## config.mk

```make
export PLATFORM = sky130hd
export DESIGN_NAME = lpm_and_seq
export DESIGN_NICKNAME = d
export VERILOG_FILES = /design/src/rtl/lpm_and_seq_pkg.sv /design/src/rtl/lpm_and_seq_and.sv /design/src/rtl/lpm_and_seq.sv
export SDC_FILE = /design/constraint.sdc
export NUM_CORES = 1
export LEC_CHECK = 0
export CAP_MARGIN = 40
export CELL_PAD_IN_SITES_DETAIL_PLACEMENT = 2
export CELL_PAD_IN_SITES_GLOBAL_PLACEMENT = 2
export CORE_MARGIN = 3
export CORE_UTILIZATION = 30
export DETAILED_ROUTE_END_ITERATION = 8
export PLACE_DENSITY_LB_ADDON = 0.1
export SYNTH_ARGS = -nofsm -noshare
export SYNTH_HDL_FRONTEND = slang
export SYNTH_SLANG_ARGS = --single-unit
```

## constraint.sdc

```tcl
create_clock -name clock -period 2.4 [get_ports clock]
set_clock_uncertainty 0.15 [all_clocks]
set_input_delay 0.36 -clock clock [delete_from_list [all_inputs] [get_ports clock]]
set_output_delay 0.36 -clock clock [all_outputs]
set_load 0.05 [all_outputs]
```

## src/rtl/lpm_and_seq_pkg.sv

```systemverilog
// ============================================================================
// Module      : lpm_and_seq_pkg
// Description : Shared state encoding and helpers for the lpm_*_seq sequencers.
// Revision    : 1.0 - initial release
// ============================================================================
`default_nettype none

package lpm_and_seq_pkg;

  typedef enum logic [1:0] {
    ST_IDLE = 2'd0,
    ST_FOLD = 2'd1,
    ST_DONE = 2'd2
  } seq_state_e;

  // Ceiling log2; clog2(1) is 0, so callers needing a 1-bit minimum clamp it.
  function automatic int clog2(input int n);
    int r;
    r = 0;
    while ((1 << r) < n) begin
      r = r + 1;
    end
    return r;
  endfunction

endpackage

`default_nettype wire

```

## src/rtl/lpm_and_seq_and.sv

```systemverilog
// ============================================================================
// Module      : lpm_and
// Description : Combinational AND reduction of lpm_size words of lpm_width bits.
// Revision    : 1.0 - initial release
// ============================================================================
`default_nettype none

module lpm_and #(
  parameter int lpm_width = 8,
  parameter int lpm_size  = 2
) (
  input  logic [lpm_size*lpm_width-1:0] data,
  output logic [lpm_width-1:0]          result
);

  always_comb begin
    result = data[lpm_width-1:0];
    for (int j = 1; j < lpm_size; j++) begin
      result = result & data[j*lpm_width +: lpm_width];
    end
  end

endmodule

`default_nettype wire

```

## src/rtl/lpm_and_seq.sv

```systemverilog
// ============================================================================
// Module      : lpm_and_seq
// Description : Multi-cycle AND reduction, one word per clock through a single
//               2-input AND slice, with valid/ready handshakes on both sides.
// Revision    : 1.0 - initial release
// ============================================================================
`default_nettype none

module lpm_and_seq
  import lpm_and_seq_pkg::*;
#(
  parameter string lpm_type  = "lpm_and_seq",
  parameter int    lpm_width = 8,
  parameter int    lpm_size  = 4,
  parameter string lpm_early = "OFF",
  parameter string lpm_hint  = "UNUSED"
) (
  input  logic                               clock,
  input  logic                               aclr_n,
  input  logic                               sclr,
  input  logic                               data_valid,
  output logic                               data_ready,
  input  logic [lpm_size*lpm_width-1:0]      data,
  output logic                               result_valid,
  input  logic                               result_ready,
  output logic [lpm_width-1:0]               result,
  output logic [clog2(lpm_size+1)-1:0]       count,
  output logic                               busy
);

  localparam int c_CW    = clog2(lpm_size + 1);
  localparam int c_IDXW  = (lpm_size > 1) ? clog2(lpm_size) : 1;
  localparam bit c_EARLY = (lpm_early == "ON");
  localparam logic [c_IDXW-1:0] c_LAST_IDX = c_IDXW'(lpm_size - 1);

  // Elaboration-only sanity hook; an illegal configuration leaves an empty marker scope.
  if (lpm_size < 1 || lpm_type != "lpm_and_seq" || lpm_hint == "") begin : g_bad_cfg
  end

  seq_state_e                    state_q, state_d;
  logic [lpm_size*lpm_width-1:0] shadow_q, shadow_d;
  logic [lpm_width-1:0]          acc_q, acc_d;
  logic [c_IDXW-1:0]             idx_q, idx_d;
  logic [c_CW-1:0]               cnt_q, cnt_d;

  logic [lpm_width-1:0] w_word0;
  logic [lpm_width-1:0] w_word;
  logic [lpm_width-1:0] w_and;
  logic                 w_accept;

  assign w_word0 = data[lpm_width-1:0];

  always_comb begin
    w_word = '0;
    for (int j = 0; j < lpm_size; j++) begin
      if (idx_q == c_IDXW'(j)) begin
        w_word = shadow_q[j*lpm_width +: lpm_width];
      end
    end
  end

  lpm_and #(
    .lpm_width (lpm_width),
    .lpm_size  (2)
  ) u_and (
    .data   ({w_word, acc_q}),
    .result (w_and)
  );

  assign data_ready   = (state_q == ST_IDLE) || ((state_q == ST_DONE) && result_ready);
  assign w_accept     = data_valid && data_ready;
  assign result_valid = (state_q == ST_DONE);
  assign busy         = (state_q == ST_FOLD);
  assign result       = acc_q;
  assign count        = cnt_q;

  always_comb begin
    state_d  = state_q;
    shadow_d = shadow_q;
    acc_d    = acc_q;
    idx_d    = idx_q;
    cnt_d    = cnt_q;
    case (state_q)
      ST_IDLE, ST_DONE: begin
        // A DONE-state accept retires the old result and starts the next on one edge.
        if (w_accept) begin
          shadow_d = data;
          acc_d    = w_word0;
          idx_d    = c_IDXW'(1);
          cnt_d    = c_CW'(1);
          if ((lpm_size == 1) || (c_EARLY && (w_word0 == '0))) begin
            state_d = ST_DONE;
          end else begin
            state_d = ST_FOLD;
          end
        end else if ((state_q == ST_DONE) && result_ready) begin
          state_d = ST_IDLE;
        end
      end
      ST_FOLD: begin
        acc_d = w_and;
        cnt_d = cnt_q + c_CW'(1);
        if ((idx_q == c_LAST_IDX) || (c_EARLY && (w_and == '0))) begin
          state_d = ST_DONE;
        end else begin
          idx_d = idx_q + c_IDXW'(1);
        end
      end
      default: begin
        state_d = ST_IDLE;
      end
    endcase
  end

  always_ff @(posedge clock or negedge aclr_n) begin
    if (!aclr_n) begin
      state_q  <= ST_IDLE;
      shadow_q <= '0;
      acc_q    <= '0;
      idx_q    <= '0;
      cnt_q    <= '0;
    end else if (sclr) begin
      state_q  <= ST_IDLE;
      shadow_q <= '0;
      acc_q    <= '0;
      idx_q    <= '0;
      cnt_q    <= '0;
    end else begin
      state_q  <= state_d;
      shadow_q <= shadow_d;
      acc_q    <= acc_d;
      idx_q    <= idx_d;
      cnt_q    <= cnt_d;
    end
  end

endmodule

`default_nettype wire
```

==> flow_summary.toml, run 1 <==
[sta]
tns_ns = 0
hold_viol_final = 0
min_period_ns = 2.112
holdWs_ns = 0.3759
fmax_ghz = 0.4734
grt_setup_unrepaired = "no"
drv_slew = 0
max-slew-margin-rel = 0.6199
worst_pin_slew_ns = 0.5701
setup-violations-final = 0
fin_crit_sh = 0.8801

[logic_synthesis]
synth-main-ff-cell = "dfrtp_1"
syn_area_sq_um = 2248
yosysWarnings = 0
syn_inst = 240
syn_area_per_cell_sq_um = 9.368
synth.distinct_cells = 36
async_flop_share = 1.000
ys_seq_area_frac = 0.5231
syn-num-nets = 282
yosys-top-cells-area = "dfrtp_1 52%, nand2_1 12%, a21oi_1 7.6%, ha_1 2.8%, a22o_1 2.7%"
synth_top_area_frac = 0.5231
synth_edf_count = 0
yosysTopAreaCell = "dfrtp_1"
synth-seq-cells = 47

[worst_setup_path]
cpMaxStageDelayCell = "nor2b_1"
cp-end-kind = "flip-flop"
path_delay_family = "compound AO/OA/AOI/OAI gates"
reg2regPathDepth = 6
ff2ff_setup_slack_ns = 0.29
start_kind = "flip-flop"
r2r_start = "idx_q[0]"
critPathMaxFanout = 7
crit_buf_inv = 1
cp.depth = 6
worstReg2RegEnd = "result[0]"
setup.worst_path.class = "flip-flop to flip-flop"
worstPathCellList = "inv_1 -> ha_1 -> nor2b_1 -> a221o_1 -> o2111ai_1 -> a221oi_1"
arrival_ns = 2.17
required_ns = 2.45
critPathMaxStageDelay_ns = 0.45

[power_and_ir_drop]
p_leak_nw = 1.260
power.density_nw_per_um2 = 598.3
ir_worst_vdd_uv = 182.3
p_total_w = 0.001768

[clock_tree]
post_cts_buffers = 0
numClockSinks = 47
root_buffer = "clkbuf_8"
clk_path_buf_depth = 2
h-tree-depth = 2
clk_pin_slew_ns = 0.09
worst_skew_pair.late_latency_ns = 0.30
cts_buffers = 5
cts_tree = "yes"

[routing]
drtIter0Drc = 57
drc = 0
num_vias = 1965
wl_per_cell_um = 17.89
drt-total-wl_mm = 6.959
vias_per_cell = 5.051
firstDrtPassIters = 4
antenna_left = 0

[cells_and_area]
layout-drive-gt1-share = 0.09215
fin_util = 0.4210
final_common_cell = "nand2_1"
final_cell_mix = "69 x nand2_1, 47 x dfrtp_1, 46 x clkdlybuf4s50_1"
antenna_cells = 0
fillCellCount = 779
fin_area_sq_um = 2955
syn_to_final_growth_pct = 31.44
num-nets-final = 336

[floorplan]
core_area_sq_um = 7019
die_w_um = 92.57
die_y_um = 92.57
initial_core_util = 0.3203
die-area_sq_um = 8569
ios = 51
rows = 30

[placed_design]
io_buffer_count = 50
placed_area_sq_um = 2873
hpwl_mm = 5.431
gp_congestion = 0.7720

[global_routing]
grt_overflow_total = 0
grt_pass1_wl_mm = 11.45
grt_pass1_vias = 2181
antenna_found_initial = 0
grt_max_degree = 26
grt_usage = 0.1715

[run_status]
outcome = "finished, final reports clean"

[hold_path]
min_path_type = "flip-flop to flip-flop"
whs_endpoint = "count[2]"
hp-start = "count[2]"
holdPathStages = 1

[run]
maxCapViolations = 0
## through the flow
step           std cells  worst slack, ns
6_report             389           0.2878
3_3_place_gp         382           0.2676
5_1_grt              389           0.1609
4_1_cts              389           0.2693
3_5_place_dp         382           0.2200
2_1_floorplan        240           0.5924
## logic make-up (layout without fill, tap and decap cells)
family | Yosys count | in the layout | synth area share
AND/OR/NAND/NOR | 90 | 90 | 0.1759
AO/OA/AOI/OAI | 75 | 75 | 0.2248
buffers and inverters | 23 | 76 | 0.04841
flip-flops | 47 | 47 | 0.5231
adder cells (fa/ha/maj) | 5 | 5 | 0.02782
## routing by layer
layer / part of all wire / global-route usage / vias up
li1: - / - / 942
met1: 0.47 / 0.2360 / 975
met2: 0.48 / 0.2792 / 41
met3: 0.044 / 0.03249 / 7
met4: 0.0091 / 0.03960 / 0
met5: 0 / 0 / -
## Yosys cell counts (2+ instances only)
master	instances
o221ai_1	6
dfrtp_1	47
nor2b_1	3
buf_2	9
ha_1	5
a22o_1	7
a21oi_1	34
a211oi_1	2
nand2_1	69
inv_1	8
o21ai_0	2
a221o_1	2
a221oi_1	6
o21ai_1	8
nor2_1	4
clkbuf_1	4
nor3_1	3
nand2b_1	3
## timing repair
item	in CTS	in global routing
resized for setup	0	0
hold buffers	1	0
endpoints found under the hold margin	21	0
## registers in the layout (all words and copies together) (netlist names)
register	cells
idx_q	2
shadow_q	32
state_q	2
count	3
result	8
## how the worst max path moves through the flow
stage | startpoint | endpoint | slack (ns)
3_5_place_dp | data_valid | idx_q[0] | 0.22
4_1_cts | idx_q[0] | result[0] | 0.27
5_1_grt | idx_q[0] | result[0] | 0.16
3_3_place_gp | data_valid | idx_q[0] | 0.27
2_1_floorplan | state_q[1] | state_q[1] | 0.59
6_report | idx_q[0] | result[0] | 0.29
## report_power, final
group	total [W]	leakage [nW]	switching, W	internal [W]
clock network	0.000450	0.0371	0.000255	0.000195
logic	0.000431	0.590	0.000253	0.000177
registers	0.000888	0.633	0.0000447	0.000843
total	0.00177	1.26	0.000553	0.00122
## final cells by class
type                       count  area (sq um)  share of cell area
inverter                       8         30.03             0.01016
multi-input combinational    170         963.4              0.3260
tap                           96         120.1             0.04064
clock buffer                   6         72.57             0.02456
timing repair buffer          62         593.1              0.2007
sequential                    47          1176              0.3980
No activity file was read; power rests on OpenSTA's default activity.
==> run 2, diff against run 1 <==
--- a/config.mk
+++ b/config.mk
@@ -12,6 +12,7 @@
 export CORE_UTILIZATION = 30
 export DETAILED_ROUTE_END_ITERATION = 8
 export PLACE_DENSITY_LB_ADDON = 0.1
+export SLEW_MARGIN = 20
 export SYNTH_ARGS = -nofsm -noshare
 export SYNTH_HDL_FRONTEND = slang
 export SYNTH_SLANG_ARGS = --single-unit
==> results of run 2 <==
Same layout as run 1: the final DEF is identical, and so are final timing and power.
